**config.mk**
```make
export PLATFORM = sky130hd
export DESIGN_NAME = mem_port_arbiter_flat
export DESIGN_NICKNAME = d
export VERILOG_FILES = /design/src/rtl/mem_port_arbiter_if.sv /design/src/rtl/mem_port_arbiter.sv /design/src/flat_wrapper.sv
export SDC_FILE = /design/constraint.sdc
export NUM_CORES = 1
export LEC_CHECK = 0
export ABC_CLOCK_PERIOD_IN_PS = 3200
export BUFFER_PORTS_ARGS = -buffer_cell sky130_fd_sc_hd__buf_2
export CAP_MARGIN = 20
export CORE_UTILIZATION = 41
export CTS_BUF_LIST = sky130_fd_sc_hd__clkbuf_8
export DETAILED_ROUTE_END_ITERATION = 10
export GPL_TIMING_DRIVEN = 0
export PLACE_DENSITY = 0.74
export SLEW_MARGIN = 30
export SYNTH_ARGS = -nofsm -noshare
export SYNTH_HDL_FRONTEND = slang
export SYNTH_SLANG_ARGS = --single-unit
```
**constraint.sdc**
```tcl
create_clock -name clk -period 3.2 [get_ports clk]
set_input_delay 0.16 -clock clk [delete_from_list [all_inputs] [get_ports clk]]
set_output_delay 0.16 -clock clk [all_outputs]
set_load 0.02 [all_outputs]
```
**src/rtl/mem_port_arbiter_if.sv**
```systemverilog
// mem_port_arbiter_if: requester and memory-side signals of mem_port_arbiter.
// slave is the arbiter's view; master is the requester/memory environment.
interface mem_port_arbiter_if #(
  parameter int DATA_WIDTH = 32,
  parameter int ADDR_WIDTH = 32,
  parameter int NUM_PORTS  = 2
);
  localparam int SW = DATA_WIDTH / 8;

  logic [NUM_PORTS-1:0]            req_valid;
  logic [NUM_PORTS-1:0]            req_ready;
  logic [NUM_PORTS-1:0]            req_we;
  logic [NUM_PORTS*SW-1:0]         req_strb;
  logic [NUM_PORTS*ADDR_WIDTH-1:0] req_addr;
  logic [NUM_PORTS*DATA_WIDTH-1:0] req_wdata;

  logic [NUM_PORTS-1:0]            rsp_valid;
  logic                            rsp_err;
  logic [DATA_WIDTH-1:0]           rsp_rdata;

  logic                            mem_write_en;
  logic                            mem_read_en;
  logic [SW-1:0]                   mem_strb;
  logic [ADDR_WIDTH-1:0]           mem_addr;
  logic [DATA_WIDTH-1:0]           mem_wdata;
  logic                            mem_w_success;
  logic                            mem_r_success;
  logic [DATA_WIDTH-1:0]           mem_rdata;

  modport slave (
    input  req_valid, req_we, req_strb,
    input  req_addr, req_wdata,
    output req_ready,
    output rsp_valid, rsp_err, rsp_rdata,
    output mem_write_en, mem_read_en,
    output mem_strb, mem_addr, mem_wdata,
    input  mem_w_success, mem_r_success,
    input  mem_rdata
  );

  modport master (
    output req_valid, req_we, req_strb,
    output req_addr, req_wdata,
    input  req_ready,
    input  rsp_valid, rsp_err, rsp_rdata,
    input  mem_write_en, mem_read_en,
    input  mem_strb, mem_addr, mem_wdata,
    output mem_w_success, mem_r_success,
    output mem_rdata
  );
endinterface

```
**src/rtl/mem_port_arbiter.sv**
```systemverilog
// mem_port_arbiter: N requesters onto one memory port, IDLE/ISSUE/RESP with timeout.
// Define MEM_ARB_ROUND_ROBIN_EN for round-robin; default is fixed low-index priority.
module mem_port_arbiter #(
  parameter int DATA_WIDTH = 32,
  parameter int ADDR_WIDTH = 32,
  parameter int NUM_PORTS  = 2,
  parameter int TIMEOUT    = 15
) (
  input logic               clk,
  input logic               arst,
  mem_port_arbiter_if.slave bus
);
  localparam int SW = DATA_WIDTH / 8;
  localparam int IW = (NUM_PORTS > 1) ? $clog2(NUM_PORTS) : 1;
  localparam logic [7:0] TMO_LAST = 8'(TIMEOUT - 1);

  typedef enum logic [1:0] {
    IDLE,
    ISSUE,
    RESP
  } state_t;

  state_t                  state;
  logic [IW-1:0]           owner;
  logic [IW-1:0]           win;
  logic                    any;
  logic [NUM_PORTS-1:0]    ready;
  logic [7:0]              cnt;
  logic                    done;
  logic                    expired;

  logic                    wr_en;
  logic                    rd_en;
  logic [SW-1:0]           strb;
  logic [ADDR_WIDTH-1:0]   addr;
  logic [DATA_WIDTH-1:0]   wdata;
  logic [NUM_PORTS-1:0]    rsp_valid;
  logic                    rsp_err;
  logic [DATA_WIDTH-1:0]   rsp_rdata;

`ifdef MEM_ARB_ROUND_ROBIN_EN
  logic [IW-1:0] ptr;

  function automatic logic [IW-1:0] nxt(
    input logic [IW-1:0] p,
    input int            off
  );
    int s;
    s = int'(p) + off;
    if (s >= NUM_PORTS) s = s - NUM_PORTS;
    return IW'(s);
  endfunction

  // search upward from the port after the last grant, wrapping
  always_comb begin
    win = '0;
    any = 1'b0;
    for (int off = 1; off <= NUM_PORTS; off++) begin
      if (!any && bus.req_valid[nxt(ptr, off)]) begin
        win = nxt(ptr, off);
        any = 1'b1;
      end
    end
  end
`else
  always_comb begin
    win = '0;
    any = 1'b0;
    for (int i = NUM_PORTS - 1; i >= 0; i--) begin
      if (bus.req_valid[i]) begin
        win = IW'(i);
        any = 1'b1;
      end
    end
  end
`endif

  always_comb begin
    ready = '0;
    if (state == IDLE && any) ready[win] = 1'b1;
  end

  // only the success type matching the latched request counts
  assign done    = (wr_en & bus.mem_w_success)
                 | (rd_en & bus.mem_r_success);
  assign expired = (cnt == TMO_LAST);

  always_ff @(posedge clk or posedge arst) begin
    if (arst) begin
      state     <= IDLE;
      owner     <= '0;
      cnt       <= '0;
      wr_en     <= 1'b0;
      rd_en     <= 1'b0;
      strb      <= '0;
      addr      <= '0;
      wdata     <= '0;
      rsp_valid <= '0;
      rsp_err   <= 1'b0;
      rsp_rdata <= '0;
`ifdef MEM_ARB_ROUND_ROBIN_EN
      ptr       <= IW'(NUM_PORTS - 1);
`endif
    end else begin
      rsp_valid <= '0;
      unique case (state)
        IDLE: begin
          if (any) begin
            owner <= win;
            wr_en <= bus.req_we[win];
            rd_en <= !bus.req_we[win];
            strb  <= bus.req_we[win]
                   ? bus.req_strb[int'(win)*SW +: SW]
                   : '1;
            addr  <= bus.req_addr[int'(win)*ADDR_WIDTH +: ADDR_WIDTH];
            wdata <= bus.req_wdata[int'(win)*DATA_WIDTH +: DATA_WIDTH];
            cnt   <= '0;
            state <= ISSUE;
`ifdef MEM_ARB_ROUND_ROBIN_EN
            ptr   <= win;
`endif
          end
        end
        ISSUE: begin
          if (done || expired) begin
            wr_en            <= 1'b0;
            rd_en            <= 1'b0;
            rsp_valid[owner] <= 1'b1;
            state            <= RESP;
          end else begin
            cnt <= cnt + 8'd1;
          end
          if (done) begin
            rsp_err   <= 1'b0;
            rsp_rdata <= rd_en ? bus.mem_rdata : '0;
          end else if (expired) begin
            rsp_err   <= 1'b1;
            rsp_rdata <= '0;
          end
        end
        RESP: begin
          state <= IDLE;
        end
        default: begin
          state <= IDLE;
        end
      endcase
    end
  end

  assign bus.req_ready    = ready;
  assign bus.rsp_valid    = rsp_valid;
  assign bus.rsp_err      = rsp_err;
  assign bus.rsp_rdata    = rsp_rdata;
  assign bus.mem_write_en = wr_en;
  assign bus.mem_read_en  = rd_en;
  assign bus.mem_strb     = strb;
  assign bus.mem_addr     = addr;
  assign bus.mem_wdata    = wdata;
endmodule

```
**src/flat_wrapper.sv**
```systemverilog
// flat-port wrapper written by rule: the top's interface ports become plain ports
module mem_port_arbiter_flat 
#(
  parameter int DATA_WIDTH = 32,
  parameter int ADDR_WIDTH = 32,
  parameter int NUM_PORTS  = 2,
  parameter int TIMEOUT    = 15
)
  (clk, arst, bus_req_valid, bus_req_we, bus_req_strb, bus_req_addr, bus_req_wdata, bus_req_ready, bus_rsp_valid, bus_rsp_err, bus_rsp_rdata, bus_mem_write_en, bus_mem_read_en, bus_mem_strb, bus_mem_addr, bus_mem_wdata, bus_mem_w_success, bus_mem_r_success, bus_mem_rdata);
  mem_port_arbiter_if #(.DATA_WIDTH(DATA_WIDTH), .ADDR_WIDTH(ADDR_WIDTH), .NUM_PORTS(NUM_PORTS)) bus_i ();
  input logic clk;
  input logic arst;
  input wire logic [$bits(bus_i.req_valid)-1:0] bus_req_valid;
  input wire logic [$bits(bus_i.req_we)-1:0] bus_req_we;
  input wire logic [$bits(bus_i.req_strb)-1:0] bus_req_strb;
  input wire logic [$bits(bus_i.req_addr)-1:0] bus_req_addr;
  input wire logic [$bits(bus_i.req_wdata)-1:0] bus_req_wdata;
  output wire logic [$bits(bus_i.req_ready)-1:0] bus_req_ready;
  output wire logic [$bits(bus_i.rsp_valid)-1:0] bus_rsp_valid;
  output wire logic [$bits(bus_i.rsp_err)-1:0] bus_rsp_err;
  output wire logic [$bits(bus_i.rsp_rdata)-1:0] bus_rsp_rdata;
  output wire logic [$bits(bus_i.mem_write_en)-1:0] bus_mem_write_en;
  output wire logic [$bits(bus_i.mem_read_en)-1:0] bus_mem_read_en;
  output wire logic [$bits(bus_i.mem_strb)-1:0] bus_mem_strb;
  output wire logic [$bits(bus_i.mem_addr)-1:0] bus_mem_addr;
  output wire logic [$bits(bus_i.mem_wdata)-1:0] bus_mem_wdata;
  input wire logic [$bits(bus_i.mem_w_success)-1:0] bus_mem_w_success;
  input wire logic [$bits(bus_i.mem_r_success)-1:0] bus_mem_r_success;
  input wire logic [$bits(bus_i.mem_rdata)-1:0] bus_mem_rdata;
  assign bus_i.req_valid = bus_req_valid;
  assign bus_i.req_we = bus_req_we;
  assign bus_i.req_strb = bus_req_strb;
  assign bus_i.req_addr = bus_req_addr;
  assign bus_i.req_wdata = bus_req_wdata;
  assign bus_req_ready = bus_i.req_ready;
  assign bus_rsp_valid = bus_i.rsp_valid;
  assign bus_rsp_err = bus_i.rsp_err;
  assign bus_rsp_rdata = bus_i.rsp_rdata;
  assign bus_mem_write_en = bus_i.mem_write_en;
  assign bus_mem_read_en = bus_i.mem_read_en;
  assign bus_mem_strb = bus_i.mem_strb;
  assign bus_mem_addr = bus_i.mem_addr;
  assign bus_mem_wdata = bus_i.mem_wdata;
  assign bus_i.mem_w_success = bus_mem_w_success;
  assign bus_i.mem_r_success = bus_mem_r_success;
  assign bus_i.mem_rdata = bus_mem_rdata;
  mem_port_arbiter #(.DATA_WIDTH(DATA_WIDTH), .ADDR_WIDTH(ADDR_WIDTH), .NUM_PORTS(NUM_PORTS), .TIMEOUT(TIMEOUT)) u_core (.clk(clk), .arst(arst), .bus(bus_i));
endmodule
```
* Word level (Yosys, flattened, before mapping)
Cells that the tools add are included.
** Cells by class
- Add/subtract/negate cells :: 1
- Multiply operators :: 0
- Divide/modulo/power cells :: 0
- $lt $le $gt $ge :: 4
- Equality and inequality tests :: 5
- Shift-type cells :: 3
- Muxes and demuxes :: 29
- Bitwise gates (word level) :: 3
- Reductions and logical operators :: 13
** Operator list (number)
- 64-bit by 7-bit variable part select with 32-bit output :: 2
- 32-bit 2-to-1 mux :: 3
- 8-bit 2-to-1 mux :: 2
- 8-bit case mux with 2 select lines :: 1
- 1-bit 2-to-1 mux :: 12
- 2-bit 2-to-1 mux :: 5
- 8-bit by 1-bit adder with 8-bit output, second input constant :: 1
- 8-bit by 4-bit equality test with 1-bit output, second input constant :: 1
- 8-bit by 4-bit variable part select with 4-bit output :: 1
- 2-bit AND reduction :: 3
- 3-bit AND reduction :: 2
- 1-bit by 2-bit < comparator with 1-bit output, second input constant :: 2
- 4-bit 2-to-1 mux :: 1
- 2-bit by 1-bit inequality test with 1-bit output, second input constant :: 2
- 1-bit case mux with 2 select lines :: 2
- 2-bit case mux with 2 select lines :: 1
- 2-bit nonzero test :: 2
- 1-bit logical AND :: 3
- 1-bit AND :: 2
- 1-bit demux with 1-bit select :: 2
- 2-bit by 1-bit equality test with 1-bit output, second input constant :: 1
- 1-bit >= comparator, second input constant :: 2
- 2-bit logical NOT :: 1
- 2-bit inequality test, second input constant :: 1
- other kinds (3) :: 3
** Word-level totals
- Bits in registers :: 116
- Bits in latches :: 0
- RAM bits :: 0
- Memory bits (read-only) :: 0
- Output and inout port bits :: 107
- Word-level logic and storage cells :: 69
- Memories :: 0

* Depth between registers and ports, before layout
Gate-level depths: netlist of the first run.
- Depth after elaboration :: 7
- Depth in mapped cells :: 8
- Mapped depth without buffers :: 7

* Worst setup path after synthesis of the first run
Ideal clock, no wire load.
- Path type :: register to register
- Start point :: reg u_core.cnt[0]
- End point :: reg u_core.cnt[7]
- Setup time :: 0.069 ns
- Arrival time :: 1.606 ns
- Setup slack :: 1.525 ns
- Stages on the path, launching flop included :: 7
- Path buffers :: 0
- Cell sequence :: dfrtp_1 -> inv_1 -> ha_1 -> and3_1 -> a211o_1 -> or3_1 -> nand3_1
** On the way
- Longest elaborated chain between the ends :: 4
** Ends and longest elaborated chain
- start: declaration :: RTL line mem_port_arbiter.sv:28 : logic [7:0] cnt;
- start signal: assignment :: RTL line mem_port_arbiter.sv:131 : cnt <= cnt + 8'd1;
- branches (longest 4 deep; another with 8-bit by 1-bit adder with 8-bit output)
Parallel ways; which one is timed is not known. The select of a mux whose other input is x is not followed.
A chain may end at the register's enable or synchronous reset.

* Final worst setup path of the first run
- Start point :: reg u_core.state[0]
- End point :: out bus_req_ready[1]
** On the way
- Longest elaborated chain between the ends :: 3
** Ends and longest elaborated chain
- start: declaration :: RTL line mem_port_arbiter.sv:23 : state_t state;
- start signal: assignment :: RTL line mem_port_arbiter.sv:90 : state <= IDLE;
- start signal: assignment :: RTL line mem_port_arbiter.sv:118 : state <= ISSUE;
- start signal: assignment :: RTL line mem_port_arbiter.sv:129 : state <= RESP;
- 2-bit logical NOT :: RTL line mem_port_arbiter.sv:80 : if (state == IDLE && any) ready[win] = 1'b1;
- 1-bit logical AND :: RTL line mem_port_arbiter.sv:80
- 2-bit 2-to-1 mux :: RTL line mem_port_arbiter.sv:80
- end: declaration :: RTL line flat_wrapper.sv:18 : output wire logic [$bits(bus_i.req_ready)-1:0] bus_req_ready;
No other way between the ends.

==> results of run 1 <==
worst max-delay path, stage by stage, from the launching register on:
cell and delay, ns:
dfrtp_1 0.41, or3_1 0.38, buf_2 0.23, buf_2 0.24, nor2_1 0.16, buf_2 0.21
report_power, final:
part	switching, uW	internal (uW)
combinational	1830	1010
clock	603	885
sequential	341	2040
cells in the final DEF (no fill, tap or decap), drive strengths merged:
cell type / synthesis / routed
o32ai: 1 / 1
nor3b: 1 / 1
and2: 2 / 2
nand2: 67 / 67
a22o: 35 / 35
mux2: 1 / 1
nand4: 2 / 2
a2bb2oi: 1 / 1
o2bb2ai: 1 / 1
ha: 2 / 2
a21oi: 3 / 3
a21o: 2 / 2
nand3: 6 / 6
and3: 3 / 3
o21ai: 67 / 67
dlygate4sd3: 0 / 60
nand2b: 4 / 4
mux2i: 68 / 68
a22oi: 1 / 1
clkbuf: 10 / 29
nor4: 1 / 1
clkinv: 0 / 4
nor2: 9 / 9
clkinvlp: 0 / 6
dfrtp: 116 / 116
buf: 23 / 309
a2111oi: 1 / 1
and4: 1 / 1
bufinv: 0 / 4
inv: 5 / 4
or3: 2 / 2
nor3: 3 / 3
a211o: 2 / 2
nor2b: 1 / 1
a31oi: 7 / 7
routing by layer:
| layer | track usage | wire [um] |
|---|---|---|
| met1 | 0.299 | 6480 |
| met3 | 0.0862 | 1280 |
| met4 | 0.130 | 639 |
| met2 | 0.479 | 8630 |
| met5 | 0 | 0 |
state kept, by name, summed over array words and instances (netlist names):
signal and flops:
u_core.bus.mem_addr 32, u_core.bus.mem_strb 4, u_core.bus.mem_wdata 32, u_core.state 2
u_core.bus.mem_read_en 1, u_core.bus.mem_write_en 1, u_core.bus.rsp_rdata 32, u_core.bus.rsp_valid 2
u_core.bus.rsp_err 1, u_core.owner 1, u_core.cnt 8
layout make-up:
type,count,share of cell area
clock buffers,19,0.0334
multi-input cells,294,0.251
inverters,5,0.00288
plain buffers,33,0.0236
repair buffers,346,0.268
well taps,168,0.0268
clock inverters,13,0.0232
flip-flops and latches,116,0.371
cell families (layout without fill, tap and decap cells):
group / Yosys count / count (layout) / share of synthesized area
AND/OR/NAND/NOR: 102 / 102 / 0.0917
adder cells (fa/ha/maj): 2 / 2 / 0.00493
multiplexers: 69 / 69 / 0.136
flip-flops: 116 / 116 / 0.572
buffers and inverters: 38 / 416 / 0.0402
AO/OA/AOI/OAI: 121 / 121 / 0.155
through the flow:
step / util / total power (uW)
global placement: 0.555 / 5030
CTS: 0.649 / 6710
detailed placement: 0.563 / 5150
floorplan: - / 4060
global route: 0.649 / 7110
finish: 0.649 / 6710
worst max-delay path by stage:
stage,end
2_1_floorplan,u_core.cnt[7]$_DFFE_PP0P_
3_3_place_gp,u_core.bus.mem_wdata[21]$_DFFE_PP0P_
3_5_place_dp,u_core.bus.mem_addr[6]$_DFFE_PP0P_
4_1_cts,bus_req_ready[1]
5_1_grt,bus_req_ready[1]
6_report,bus_req_ready[1]
what timing repair did:
action,CTS,global route
buffers inserted,0,0
hold buffers,60,0
hold endpoints to repair,111,0
==> results.md, run 1 <==
Place:
- Input and output buffers added on the ports amount to around 280.
- Detailed placement finished with a half-perimeter wire length of 11600 um.
- Counting tap cells, the placed design contains a total of between 900 and 1k instances.
- In this run the cell area measured after placement is 6790 um^2.
- The congestion estimate from routability-driven global placement came to 0.778.
- At the placement stage, the worst setup path has a slack of 1.24 ns.

Setup path:
- The number of cells on the worst reg-to-reg path is 6.
- For the worst setup path, the data arrival time is 2.08 ns.
- STA classifies the critical path startpoint as a register.
- The critical-path maximum fanout is 10.
- The setup path with the least slack is of type register to output port.
- The start point of the critical path is u_core.state[0]$_DFFE_PP0P_.
- In this run the critical register-to-register path is captured at u_core.cnt[7]$_DFFE_PP0P_.
- The flop-to-flop setup slack is 1.33 ns.
- The critical path required time is 3.04 ns.
- The critical path capture point type is an output port.
- The worst register-to-register path begins at u_core.cnt[0]$_DFFE_PP0P_.

Finish:
- The number of diodes is 0.
- Summing all non-filler instances in the final layout gives an area of 7830 um^2.
- The sequential cells in the finished layout cover a total of 2900 um^2.
- The net count of the finished layout is 991.
- The relative area change from synthesis to final layout is 54.3%.
- The multi-input combinational cells in the finished layout cover a total of 1970 um^2.
- Fill cells in the final layout number between 900 and 1k.
- The filler-free cell count of the finished design is 994.
- In the final layout, the share of cells above drive strength 1 is 0.421.

Hold path:
- The startpoint identified for the worst hold timing path is bus_req_wdata[59].
- The worst hold path class is input port to register.
- The worst hold path terminates at u_core.bus.mem_wdata[27]$_DFFE_PP0P_.
- The hold-critical path depth is 3.

Detailed routing:
- After detailed routing, the average wire length per cell comes to 17.1 um.
- In the routed design, unresolved DRC markers number 0.
- After detailed routing, the total wire length is between 15000 and 20000 um.
- The count of antenna-violating nets left after detailed routing is 0.
- The first-pass iteration count of the detailed router is 4.
- The initial detailed-routing violation count is 314.
- The final route contains slightly above 5k vias.
- Using the TritonRoute via totals, the vias-per-cell ratio works out to 5.10.

Pwr:
- The power per cell area is approximately 860 nW/um^2.
- The static leakage is 0.00436 uW.
- VDD sags by at most 457 uV.

Synthesis:
- By count the netlist is led by 116 x dfrtp_1, 68 x mux2i_1, 67 x nand2_1, 67 x o21ai_0, 35 x a22o_1.
- The share of flip-flops with an asynchronous set or reset after synthesis is 1.00.
- The number of different library cells used by synthesis comes to 35.
- Among all flip-flop cells after synthesis, the most frequent one is dfrtp_1.
- Averaged over all synthesized cells, the footprint is 11.3 um^2.
- The synthesized design contains 116 register bits.
- The synthesized netlist net count is 626.
- Yosys printed 0 warnings.
- The synthesized design contains 0 enable-type register cells.
- The synthesized netlist cell count is about 450.
- The share of synthesized area in the top cell type comes to 0.572.
- The post-synthesis sequential area ratio is 0.572.
- The most instantiated library cell after synthesis is dfrtp_1.
- By area the synthesized netlist is led by dfrtp_1 57%, mux2i_1 13%, o21ai_0 6.6%.
- dfrtp_1 takes more of the synthesized area than any other cell.
- Summing every instance area after synthesis gives 5070 um^2.

CTS:
- The clock latency of the later-clocked register in the worst-skew pair is 0.44 ns.
- CTS built an H-tree with a depth of 4.
- TritonCTS built the clock tree.
- The clock net sink count is 116.
- CTS placed an instance of clkbuf_8 at the clock tree root.
- No sink is reached through more buffers than the 2 on the longest clock path.
- Post-CTS repair changed the size of 0 cells.
- Clock-pin slew was measured on the worst setup and hold paths at about 0.080 ns.
- The number of clock buffers added by TritonCTS is 17.

Global routing:
- The overall track demand over capacity in global routing is 0.273.
- For this run the aggregate overflow at the end of global routing stands at 0.
- The first global-routing pass estimated 26200 um of wire.
- The initial antenna violation count is 0.
- The number of global-route vias before repair came to 5197.
- The pin count of the biggest net entering global routing is 32.

Floorplanning:
- The starting density of the core is 0.421.
- The die covers between 10000 and 15000 um^2.
- The core region is about 12000 um^2.
- 283 I/O pins were placed.
- The die is 113 um wide.
- The die boundary height is 113 um.
- The site row count is 40.

Timing:
- Setup repair after global routing left no endpoint under its margin.
- The smallest setup slack after layout is just under 1 ns.
- The post-layout minimum cycle time is 2.24 ns.
- For this run, the top clock speed supported by timing is between 400 and 500 MHz.
- The number of hold-slack violations in the final timing report is 0.
- Dividing the final minimum period by the clock period gives 0.698.
- The final sum of negative setup slack is 0 ns.
- For the pin with the worst max-slew slack, the measured transition is 0.695 ns.
- The number of max-slew violations in the final report came to 0.
- The tightest hold margin is 0.0218 ns.
- The remaining max-slew budget at the tightest pin is 0.537.
- The post-route clock skew is 0.0122 ns.
- The count of endpoints failing setup in the final report is 0.

Job:
- The number of maximum-capacitance constraint violations is 0.

Status:
- The run finished with clean final reports.
Note: power is estimated with default switching activity, not from simulation.
==> inputs of run 2 (changes only) <==
- ABC_CLOCK_PERIOD_IN_PS: 3200 -> 1860
- clock period: 3.2 -> 1.86 ns (I/O delays scaled with it)
==> run 2 against run 1 <==
The flow now finishes with violations (negative hold slack). Sequential power grew 75%. Core utilization up 9.6 points. First-iteration DRC count rose by 37%. Clock-buffer cell count stayed put. Critical path depth unchanged. Via count is 16% higher. Cell area up 15%. Global-route usage is 6.7 points higher. Sequential share of layout area decreased by 4.7 points. Combinational power increased by 95%. Cell count up 11%. Critical path type unchanged. Largest cell class is now non-clock buffers. Highest routed layer unchanged.
==> results.md, run 2 (synthesis gave the netlist of run 1 again) <==
Setup path:
- In this run the critical register-to-register path is launched from u_core.state[0]$_DFFE_PP0P_.
- The worst setup path is captured at an output port.
- The kind of launch point of the worst setup path is a register.
- The critical path is of the register to output port type.
- The critical path required time is 1.77 ns (-1.27 ns).
- The cell depth of the worst flop-to-flop path is 6 (unchanged).
- The critical-path maximum fanout is 10 (unchanged).
- The flop-to-flop setup slack is 0.05 ns (-1.28 ns).
- In this run the critical register-to-register path is captured at u_core.bus.mem_wdata[20]$_DFFE_PP0P_.
- The endpoint arrival time on the critical path is 1.75 ns (-0.33 ns).

Pwr:
- The power per cell area is 1370 nW/um^2 (+60%).
- The part of the power in combinational logic is 0.451 (+0.028).
- The total chip power is 12300 uW (+84%).
- The switching part of the total was 0.424 (+0.0101).
- The sequential cell fraction of total power is 0.338 (-0.017).
- The internal power came to 7090 uW (+80%).
- The static leakage is 0.00483 uW (+11%).
- The proportion of power drawn by the clock network is 0.211 (-0.011).
- The switching power summed over all nets is 5210 uW (+88%).
- The worst IR drop on VDD is 754 uV (+65%).

Finish:
- The filler-free cell count of the finished design is 1101 (+11%).
- The fraction of final layout cells sized beyond drive strength 1 came to 0.391 (-0.0307).
- The number of nets in the finished design is 1097 (+11%).
- The count of fill cells added during filler insertion came to 720 (-21%).
- The top cell types in the final layout, fill and taps aside, are 295 x buf_2, 163 x dlygate4sd3_1, 115 x dfrtp_1.
- The finished layout cell area is 8980 um^2 (+15%).
- Compared with the post-synthesis result, the final layout area differs by 77.0%.
- The utilization after layout is 0.745 (+0.0955).
- The library cell used most frequently in the layout, excluding fill and tap cells, is buf_2.

Detailed routing:
- The detailed-route vias per instance is 5.34 (+4.6%).
- The first-pass iteration count of the detailed router is 5 (+1).
- The detailed-route wire length was 21800 um (+28%).
- The count of vias placed by the detailed router was 5878 (+16%).
- The count of antenna-violating nets left after detailed routing is 0 (unchanged).
- The total DRC errors in the routed layout is 0 (unchanged).
- The initial detailed-routing violation count came to 429 (+37%).
- The per-cell routed wire length is 19.8 um (+15%).

CTS:
- The deepest clock path buffer count is 2 (unchanged).
- The clock latency of the later-clocked register in the worst-skew pair is 0.45 ns (about the same).
- The H-tree depth is 4 (unchanged).
- The tree is rooted in a clkbuf_8.
- The number of buffers inserted during clock tree synthesis is 17 (unchanged).
- The clock net sink count was 116 (unchanged).
- The clock tree from TritonCTS is built.
- The clock slew seen by the registers of the worst setup and hold paths is 0.07 ns (about the same).

Hold path:
- The tightest min-delay check is of the input port to register type.
- For hold timing, the worst endpoint is u_core.bus.mem_addr[17]$_DFFE_PP0P_.
- The hold-critical path depth came to 3 (unchanged).
- The launch point of the worst hold path is bus_req_addr[17].

Global routing:
- The overall overflow remaining after global route came to 0 (unchanged).
- The overall track demand over capacity in global routing came to 0.340 (+0.0671).
- The initial antenna violation count came to 1 (+1).
- The number of global-route vias before repair is 6233 (+20%).
- The global-route wire length before repair is 32400 um (+24%).
- The pin count of the biggest net entering global routing is 32 (unchanged).

Place:
- The sum of net half-perimeters after detailed placement is 11600 um (unchanged).
- The placed cell count is 902 (unchanged).
- The final weighted congestion of routability-driven global placement is 0.778 (unchanged).
- The number of buffers inserted by port buffering is 282 (unchanged).
- The placed standard-cell area came to 6790 um^2 (unchanged).

Timing:
- The number of max-slew violations in the final report is 0 (unchanged).
- Setup repair after global routing could not meet its margin everywhere.
- The post-route clock skew is 0.0104 ns (-0.00185 ns).
- The number of hold-slack violations in the final timing report is 1 (+1).
- The actual transition at the worst max-transition pin was 0.576 ns (-0.119 ns).
- The post-layout minimum cycle time is between 1.5 and 2 ns.
- The remaining max-slew budget at the tightest pin was 0.616 (+0.0795).
- Derived from the worst setup path, the maximum achievable clock frequency is 543 MHz.
- Of the available clock period, the critical path in the final layout requires 0.990.
- The count of endpoints failing setup in the final report is 0 (unchanged).
- The tightest hold margin is -0.0126 ns (-0.0344 ns).

Floorplanning:
- The floorplan die area is 12800 um^2 (unchanged).
- The area inside the core boundary is 12100 um^2 (unchanged).
- The site row count was 40 (unchanged).
- The die boundary height came to 113 um (unchanged).
- The starting density of the core is 0.421 (unchanged).
- The I/O pin count is 283 (unchanged).
- The die boundary width was 113 um (unchanged).

Status:
- The run finished, with violations left.
- The final reports fail on negative hold slack.

Job:
- The number of maximum-capacitance constraint violations came to 0 (unchanged).
[run 2: worst max-delay path, stage by stage (launching register included)]
cell and delay, ns:
dfrtp_1 0.41, or3_4 0.39, buf_6 0.13, buf_8 0.14, nor2_4 0.09, buf_6 0.13
[run 2: layout make-up]
class	count	area (um^2)	area share
well taps	168	210	0.0234
multi-input cells	294	2030	0.226
diodes	1	2.50	0.000279
plain buffers	32	205	0.0228
repair buffers	453	3170	0.353
clock inverters	13	181	0.0202
inverters	5	22.5	0.00251
clock buffers	19	262	0.0291
flip-flops and latches	116	2900	0.323
[run 2: timing repair]
action / in CTS / in global routing
hold buffers: 163 / 0
buffers inserted: 3 / 1
pin swaps: 1 / 2
gates resized for setup: 11 / 26
hold endpoints to repair: 158 / 0
setup endpoints to repair: 3 / 90
[run 2: power by group through the flow]
| stage | Combinational (uW) | Sequential [uW] | Clock (uW) |
|---|---|---|---|
| 2_1_floorplan | 1830 | 5160 | 0 |
| 3_3_place_gp | 4610 | 4050 | 0 |
| 3_5_place_dp | 4760 | 4100 | 0 |
| 4_1_cts | 5200 | 4060 | 2600 |
| 5_1_grt | 5940 | 4240 | 2750 |
| 6_report | 5550 | 4160 | 2600 |
[run 2: through the flow]
| step | setup WS, ns | hold WS [ns] | setup TNS [ns] |
|---|---|---|---|
| after floorplan | 0.185 | 0.226 | 0 |
| after global placement | -0.317 | 0.313 | -36.09 |
| after detailed placement | -0.0342 | 0.0865 | -0.0876 |
| after CTS | -0.0486 | 0.0162 | -0.0486 |
| after global routing | -0.0613 | 0.0111 | -0.170 |
| final | 0.0180 | -0.0126 | 0 |
[run 2: layer usage]
layer,part of all wire,global-route usage,wire length (um),vias to the layer above
met2,0.50,0.575,10900,378
li1,-,-,-,2543
met4,0.068,0.254,1480,0
met3,0.083,0.127,1800,137
met1,0.35,0.341,7570,2820
met5,0,0,0,-
[run 2: worst max path at each step]
stage                                            from                                    to  cells past startpoint
final                     u_core.state[0]$_DFFE_PP0P_                      bus_req_ready[1]                      5
after global routing      u_core.state[0]$_DFFE_PP0P_                      bus_req_ready[1]                      5
after global placement                           arst  u_core.bus.mem_wdata[21]$_DFFE_PP0P_                      2
after CTS                 u_core.state[0]$_DFFE_PP0P_                      bus_req_ready[1]                      5
after detailed placement             bus_req_valid[0]    u_core.bus.mem_addr[6]$_DFFE_PP0P_                      6
after floorplan             u_core.cnt[0]$_DFFE_PP0P_             u_core.cnt[7]$_DFFE_PP0P_                      6
